$ cat src/rtl/bp_cce_mmio_cfg_responder.sv
// bp_cce_mmio_cfg_responder
//
// Memory-mapped configuration responder for one CCE tile. It accepts one
// command at a time and services the core control registers (reset,
// freeze, cache modes, CCE mode, start PC) and the CCE microcode RAM port.
// Every accepted command receives exactly one response.
//
// Ports
//   clk_i, reset_i                 clock, synchronous active-high reset
//   cce_id_i                       id of this tile, matched against addr.cce
//   io_cmd_i/_v_i/_ready_o         command message, ready-valid
//   io_resp_o/_v_o/_yumi_i         response message, valid-then-yumi
//   reset_o, freeze_o              core reset and freeze controls
//   icache_mode_o, dcache_mode_o   LCE modes
//   cce_mode_o                     CCE mode
//   npc_o, npc_w_v_o               start PC and its one-cycle write pulse
//   ucode_v_o/_w_o/_addr_o/_data_o ucode RAM request, issued in the accept cycle
//   ucode_data_i                   ucode RAM read data, one cycle after request
//
// Message layout (MSB first): msg_type | addr | size | payload | data.
// Config address layout: [15:0] register/ucode address, [21:16] cce,
// [25:22] device; remaining address bits are ignored.
//
// bp_params_p = 0 is the default (inv) configuration; 1 selects a wider
// physical/virtual address map. inst_ram_addr_width_p and inst_width_p
// are normally overridden by the CCE that owns the ucode RAM; the defaults
// are only usable placeholders.
//
// State    | Meaning
// ---------+----------------------------------------------------------
// READY    | idle, io_cmd_ready_o high, command accepted on v & ready
// UCODE_RD | ucode RAM read in flight, capture ucode_data_i this cycle
// RESP     | response held on io_resp_o until io_resp_yumi_i

module bp_cce_mmio_cfg_responder #(
  parameter int bp_params_p           = 0,
  parameter int inst_ram_addr_width_p = 9,
  parameter int inst_width_p          = 32,

  localparam int paddr_width_p        = (bp_params_p == 1) ? 56 : 40,
  localparam int vaddr_width_p        = (bp_params_p == 1) ? 64 : 39,
  localparam int cfg_addr_width_p     = 16,
  localparam int cce_id_width_p       = 6,
  localparam int cfg_dev_width_lp     = 4,
  localparam int dword_width_p        = 64,
  localparam int msg_type_width_lp    = 4,
  localparam int size_width_lp        = 3,
  localparam int payload_width_lp     = 16,
  localparam int cce_mem_msg_width_lp = msg_type_width_lp + paddr_width_p
                                      + size_width_lp + payload_width_lp
                                      + dword_width_p,
  localparam int lce_mode_width_lp    = 2,
  localparam int cce_mode_width_lp    = 1
) (
  input  logic                            clk_i,
  input  logic                            reset_i,
  input  logic [cce_id_width_p-1:0]       cce_id_i,

  input  logic [cce_mem_msg_width_lp-1:0] io_cmd_i,
  input  logic                            io_cmd_v_i,
  output logic                            io_cmd_ready_o,

  output logic [cce_mem_msg_width_lp-1:0] io_resp_o,
  output logic                            io_resp_v_o,
  input  logic                            io_resp_yumi_i,

  output logic                            reset_o,
  output logic                            freeze_o,
  output logic [lce_mode_width_lp-1:0]    icache_mode_o,
  output logic [lce_mode_width_lp-1:0]    dcache_mode_o,
  output logic [cce_mode_width_lp-1:0]    cce_mode_o,
  output logic [vaddr_width_p-1:0]        npc_o,
  output logic                            npc_w_v_o,

  output logic                            ucode_v_o,
  output logic                            ucode_w_o,
  output logic [inst_ram_addr_width_p-1:0] ucode_addr_o,
  output logic [inst_width_p-1:0]         ucode_data_o,
  input  logic [inst_width_p-1:0]         ucode_data_i
);

  localparam logic [msg_type_width_lp-1:0] e_cce_mem_uc_rd = 4'd2;
  localparam logic [msg_type_width_lp-1:0] e_cce_mem_uc_wr = 4'd3;

  localparam logic [cfg_dev_width_lp-1:0] cfg_dev_gp = 4'd2;

  localparam logic [cfg_addr_width_p-1:0] bp_cfg_reg_reset_gp       = 16'h0000;
  localparam logic [cfg_addr_width_p-1:0] bp_cfg_reg_freeze_gp      = 16'h0008;
  localparam logic [cfg_addr_width_p-1:0] bp_cfg_reg_npc_gp         = 16'h0010;
  localparam logic [cfg_addr_width_p-1:0] bp_cfg_reg_icache_mode_gp = 16'h0018;
  localparam logic [cfg_addr_width_p-1:0] bp_cfg_reg_dcache_mode_gp = 16'h0020;
  localparam logic [cfg_addr_width_p-1:0] bp_cfg_reg_cce_mode_gp    = 16'h0028;
  localparam logic [cfg_addr_width_p-1:0] bp_cfg_mem_base_cce_ucode_gp = 16'h8000;

  // Reset values of the mode enums: uncached for both LCE and CCE.
  localparam logic [lce_mode_width_lp-1:0] e_lce_mode_uncached = '0;
  localparam logic [cce_mode_width_lp-1:0] e_cce_mode_uncached = '0;

  typedef struct packed {
    logic [msg_type_width_lp-1:0] msg_type;
    logic [paddr_width_p-1:0]     addr;
    logic [size_width_lp-1:0]     size;
    logic [payload_width_lp-1:0]  payload;
    logic [dword_width_p-1:0]     data;
  } msg_s;

  typedef enum logic [1:0] {READY, UCODE_RD, RESP} state_e;

  state_e                       r_state;
  msg_s                         r_resp;
  logic                         r_reset;
  logic                         r_freeze;
  logic [lce_mode_width_lp-1:0] r_icache_mode;
  logic [lce_mode_width_lp-1:0] r_dcache_mode;
  logic [cce_mode_width_lp-1:0] r_cce_mode;
  logic [vaddr_width_p-1:0]     r_npc;
  logic                         r_npc_w_v;

  msg_s                         w_cmd;
  msg_s                         w_hdr;
  logic [cfg_addr_width_p-1:0]  w_cfg_addr;
  logic [cce_id_width_p-1:0]    w_cmd_cce;
  logic [cfg_dev_width_lp-1:0]  w_cmd_dev;
  logic [cfg_addr_width_p-1:0]  w_ucode_off;
  logic                         w_accept;
  logic                         w_is_local;
  logic                         w_is_uc_rd;
  logic                         w_is_uc_wr;
  logic                         w_is_ucode;
  logic                         w_ucode_hit;
  logic                         w_reg_wr;
  logic [dword_width_p-1:0]     w_reg_rdata;
  logic [dword_width_p-1:0]     w_rd_data;
  logic                         w_unused;

  // Command decode
  assign w_cmd      = io_cmd_i;
  assign w_cfg_addr = w_cmd.addr[cfg_addr_width_p-1:0];
  assign w_cmd_cce  = w_cmd.addr[cfg_addr_width_p +: cce_id_width_p];
  assign w_cmd_dev  = w_cmd.addr[cfg_addr_width_p+cce_id_width_p +: cfg_dev_width_lp];

  assign w_accept   = io_cmd_v_i & io_cmd_ready_o;
  assign w_is_local = (w_cmd_cce == cce_id_i) && (w_cmd_dev == cfg_dev_gp);
  assign w_is_uc_rd = (w_cmd.msg_type == e_cce_mem_uc_rd);
  assign w_is_uc_wr = (w_cmd.msg_type == e_cce_mem_uc_wr);
  assign w_is_ucode = (w_cfg_addr >= bp_cfg_mem_base_cce_ucode_gp);

  // Only uc_rd / uc_wr addressed to this tile's cfg device touch anything;
  // everything else is answered with zero data and no side effect.
  assign w_ucode_hit = w_accept & w_is_local & w_is_ucode & (w_is_uc_rd | w_is_uc_wr);
  assign w_reg_wr    = w_accept & w_is_local & ~w_is_ucode & w_is_uc_wr;
  assign w_ucode_off = w_cfg_addr - bp_cfg_mem_base_cce_ucode_gp;

  always_comb begin
    w_reg_rdata = '0;
    case (w_cfg_addr)
      bp_cfg_reg_reset_gp:       w_reg_rdata = dword_width_p'(r_reset);
      bp_cfg_reg_freeze_gp:      w_reg_rdata = dword_width_p'(r_freeze);
      bp_cfg_reg_npc_gp:         w_reg_rdata = dword_width_p'(r_npc);
      bp_cfg_reg_icache_mode_gp: w_reg_rdata = dword_width_p'(r_icache_mode);
      bp_cfg_reg_dcache_mode_gp: w_reg_rdata = dword_width_p'(r_dcache_mode);
      bp_cfg_reg_cce_mode_gp:    w_reg_rdata = dword_width_p'(r_cce_mode);
      default:                   w_reg_rdata = '0;
    endcase
  end

  assign w_rd_data = (w_is_local & w_is_uc_rd & ~w_is_ucode) ? w_reg_rdata : '0;

  // Response header echoes the command; data is replaced by the read result
  // (ucode reads overwrite it again in UCODE_RD).
  always_comb begin
    w_hdr      = w_cmd;
    w_hdr.data = w_rd_data;
  end

  // The ucode RAM request has to go out in the accept cycle so that a read
  // result is available in UCODE_RD, one cycle later.
  assign ucode_v_o    = w_ucode_hit;
  assign ucode_w_o    = w_ucode_hit & w_is_uc_wr;
  assign ucode_addr_o = w_ucode_off[inst_ram_addr_width_p-1:0];
  assign ucode_data_o = w_cmd.data[inst_width_p-1:0];

  always_ff @(posedge clk_i) begin
    if (reset_i) begin
      r_state       <= READY;
      r_resp        <= '0;
      r_reset       <= 1'b1;
      r_freeze      <= 1'b1;
      r_icache_mode <= e_lce_mode_uncached;
      r_dcache_mode <= e_lce_mode_uncached;
      r_cce_mode    <= e_cce_mode_uncached;
      r_npc         <= '0;
      r_npc_w_v     <= 1'b0;
    end else begin
      r_npc_w_v <= 1'b0;
      case (r_state)
        READY: begin
          if (w_accept) begin
            r_resp  <= w_hdr;
            r_state <= (w_ucode_hit & w_is_uc_rd) ? UCODE_RD : RESP;
            if (w_reg_wr) begin
              case (w_cfg_addr)
                bp_cfg_reg_reset_gp:       r_reset       <= w_cmd.data[0];
                bp_cfg_reg_freeze_gp:      r_freeze      <= w_cmd.data[0];
                bp_cfg_reg_icache_mode_gp: r_icache_mode <= w_cmd.data[lce_mode_width_lp-1:0];
                bp_cfg_reg_dcache_mode_gp: r_dcache_mode <= w_cmd.data[lce_mode_width_lp-1:0];
                bp_cfg_reg_cce_mode_gp:    r_cce_mode    <= w_cmd.data[cce_mode_width_lp-1:0];
                bp_cfg_reg_npc_gp: begin
                  r_npc     <= w_cmd.data[vaddr_width_p-1:0];
                  r_npc_w_v <= 1'b1;
                end
                default: ;
              endcase
            end
          end
        end
        UCODE_RD: begin
          r_resp.data <= dword_width_p'(ucode_data_i);
          r_state     <= RESP;
        end
        RESP: begin
          if (io_resp_yumi_i) r_state <= READY;
        end
        default: r_state <= READY;
      endcase
    end
  end

  // Handshake outputs are forced low while reset is held so nothing leaks
  // out during the reset cycle itself.
  assign io_cmd_ready_o = (r_state == READY) & ~reset_i;
  assign io_resp_v_o    = (r_state == RESP)  & ~reset_i;
  assign io_resp_o      = r_resp;

  assign reset_o       = r_reset;
  assign freeze_o      = r_freeze;
  assign icache_mode_o = r_icache_mode;
  assign dcache_mode_o = r_dcache_mode;
  assign cce_mode_o    = r_cce_mode;
  assign npc_o         = r_npc;
  assign npc_w_v_o     = r_npc_w_v;

  // Upper address bits, unused data bits and the high ucode offset bits
  // carry no meaning for this block.
  assign w_unused = ^{w_cmd.addr, w_cmd.data, w_ucode_off};

endmodule
$ cat config.mk
export PLATFORM = sky130hd
export DESIGN_NAME = bp_cce_mmio_cfg_responder
export DESIGN_NICKNAME = d
export VERILOG_FILES = /design/src/rtl/bp_cce_mmio_cfg_responder.sv
export SDC_FILE = /design/constraint.sdc
export NUM_CORES = 1
export LEC_CHECK = 0
export ABC_AREA = 0
export BUFFER_PORTS_ARGS = -buffer_cell sky130_fd_sc_hd__buf_2
export CORE_AREA = 8 8 146 148
export CTS_CLUSTER_DIAMETER = 150
export DETAILED_ROUTE_END_ITERATION = 7
export DIE_AREA = 0 0 154 156
export GPL_ROUTABILITY_DRIVEN = 0
export PLACE_DENSITY = 0.73
export SLEW_MARGIN = 20
export SYNTH_ARGS = -nofsm -noshare
export SYNTH_HDL_FRONTEND = slang
export SYNTH_SLANG_ARGS = --single-unit
$ cat constraint.sdc
create_clock -name clk_i -period 3.75 [get_ports clk_i]
set_input_delay 0.1875 -clock clk_i [delete_from_list [all_inputs] [get_ports clk_i]]
set_output_delay 0.1875 -clock clk_i [all_outputs]
set_load 0.05 [all_outputs]
==> results.md <==
* Outcome: finished clean
* Sw frac at 0.306
* CTS clk-pin slew, worst paths at 0.06 ns
* Mapped Cells at 729
* Primary FF master, synth: dfxtp_1
* CP Launch Type: input port
* WS Path Type: input port to output pin
* Type of destination of the critical path: output pin
* Initial antenna violation count at 2
* Clock sink total at 151
* Max Slew Vio Count at 0
* Unrepaired setup endpoints after global routing: no
* CP cell instances: dlygate4sd3_1 -> buf_2 -> or4b_4 -> or2_4 -> or4_4 -> inv_1 -> and2_1 -> buf_2
* EDFF count, synth at 0
* I/O Buffers at 337
* Minimum clock period at 2.94 ns
* Layout Cells excl Fill at 1300
* Num CTS Buffers at 17
* Postcts setup bufs at 0
* Area growth syn-to-layout at 38.4%
* Filler cell count at 1814
* Drt initial violations at 237
* Clk pwr share at 0.425
* Switching pwr at 1270 uW
* Top delay family on crit path: simple AND/OR/NAND/NOR gates
* Worst Slack Setup Final at 0.809 ns
* Row count at 51
* CP required at 3.56 ns
* Top cell type's share of synthesized area at 0.456
* Clock skew at 0.0108 ns
* Share of layout cells above drive strength 1 at 0.365
* DRT Pass-1 Iters at 5
* M2 GR Usage at 0.299
* Final wirelength at 22600 um
* Final hold vios at 0
* CP Data Arrival Time at 2.75 ns
* Max Cap Violations at 0
* LEAKAGE at 0.00441 uW
* CP max FO at 4
* Post-DP Area at 0.00808 sq mm
* Ys Warns at 0
* I/O pins at 388
* Hold Path Class: input port to register
* Post-Syn Area at 0.00663 sq mm
* GRT Total Usage at 0.181
* GRT busiest layer: met2
* Core ar. at 0.0191 sq mm
* CP max-delay cell: or4b_4
* Synth area leader: dfxtp_1
* Clock buffer depth at 2
* Worst ir drop on vdd at 268 uV
* # hold bufs at CTS at 49
* Pint at 2880 uW
* Post-DP HPWL at 16300 um
* Number of stages on the worst setup path at 8
* PD cells at 452 mW/mm^2
* GR Layer Usage met1 at 0.204
* Sequential share of the synthesized area at 0.456
* Worst-skew pair later-pin latency at 0.42 ns
* Gr ovfl total at 0
* Slew Limit Headroom at 0.362
* DRC at 0
* Seq cells post-synth at 151
* Synth cell types at 39
* WL/cell at 17.4 um
* Crit-path most repeated cell: buf_2
* Via count at 6161
* Comb power frac at 0.170
* # resized after CTS at 0
* Commonest non-fill, non-tap cell in the layout: buf_2
* CTS tree: yes
* Setup WS pre-CTS at 1.20 ns
* First-pass GRT wire length at 34600 um
* Power share of the sequential group at 0.405
* Root buffer cell: clkbuf_16
* Die Wd at 154 um
* Measured slew at the worst slew-check pin at 0.954 ns
* Routing usage on met3 at 0.0842
* Die ar. at 0.0240 sq mm
* DR vias/cell at 4.74
* Max incr delay on CP at 0.57 ns
* H-tree lvl count at 4
* Vias in the first global route at 6336
* Fmax at 340 MHz
* Remaining antenna violation count at 0
* Final instance area at 0.00918 sq mm
* Mapped Avg Cell Area at 9.09 sq um
* Setup TNS at 0 ns
* Pin count of the biggest net entering global routing at 97
* Worst r2r path cells at 6
* Dpl cells at 1218
* Die height at 156 um
* Hold depth at 3
* Initial Util at 0.347
* Post-synth ARST share at 0
* Final worst-path cycle share at 0.784
* Final net count at 1217
* Synth top area cells: dfxtp_1, nand2b_1, buf_4
* Final setup violation count at 0
* Commonest cells after routing, fill and taps aside: buf_2, dfxtp_1, nand2b_1
* Buffers & Inverters on Critical Path at 4
## metrics by stage
step | hold slack (ns) | power, uW | util
3_3_place_gp | 0.382 | 2370 | 0.423
2_1_floorplan | 0.296 | 2220 | -
4_1_cts | 0.000656 | 4200 | 0.481
6_report | 0.0222 | 4150 | 0.481
5_1_grt | 0.0101 | 4320 | 0.481
3_5_place_dp | 0.389 | 2380 | 0.423
## cell type report
type,instances,area [sq um],share of cell area
Inverter,1,3.75,0.000409
Tap cell,238,298,0.0325
Clock inverter,13,161,0.0176
Antenna cell,1,2.50,0.000273
Sequential cell,151,3020,0.329
Timing Repair Buffer,393,2230,0.243
Clock buffer,19,443,0.0483
Multi-Input combinational cell,484,3010,0.328
## final timing paths
path	from	to	slack, ns
setup / recovery	io_cmd_i[126]	ucode_w_o	0.81
hold / removal	io_cmd_i[125]	io_resp_o[125]	0.02
setup reg to reg	r_state[1]	dcache_mode_o[1]	1.38
hold reg to reg	io_resp_o[37]	io_resp_o[37]	0.45
## tightest hold or removal path, stage by stage
cell	delay, ns
buf_2	0.09
nand2_1	0.05
o21ai_0	0.06
## layer usage
metal / vias to the layer above / routed length (um)
li1: 3030 / -
met1: 2822 / 9160
met2: 286 / 10600
met3: 21 / 2450
met4: 2 / 342
met5: - / 13
## cells in the mapped netlist (all sizes together) (6+ instances only)
cell / n
dfxtp: 151
mux2i: 46
xnor2: 6
buf: 78
o22ai: 30
nand4: 6
clkbuf: 39
o21ai: 75
nand2b: 143
nand2: 71
a22oi: 33
## registers in the layout (all words and copies together) (netlist names)
name           flops
io_resp_o        102
npc_w_v_o          1
freeze_o           1
icache_mode_o      2
r_state            2
npc_o             39
cce_mode_o         1
dcache_mode_o      2
reset_o            1
## power groups by stage
stage	clock network (uW)	registers [uW]	logic, uW
after floorplan	0	1890	333
after detailed placement	0	1720	662
after global placement	0	1710	660
after global routing	1890	1680	746
after CTS	1820	1680	703
final	1760	1680	703
## kinds of logic after synthesis
family,count (synthesis),synth area share
AND/OR/NAND/NOR,263,0.229
flip-flops,151,0.456
AO/OA/AOI/OAI,143,0.128
buffers and inverters,118,0.106
multiplexers,47,0.0729
XOR/XNOR,6,0.00793
other,1,0.000566
Note: power is estimated with default switching activity, not from simulation.
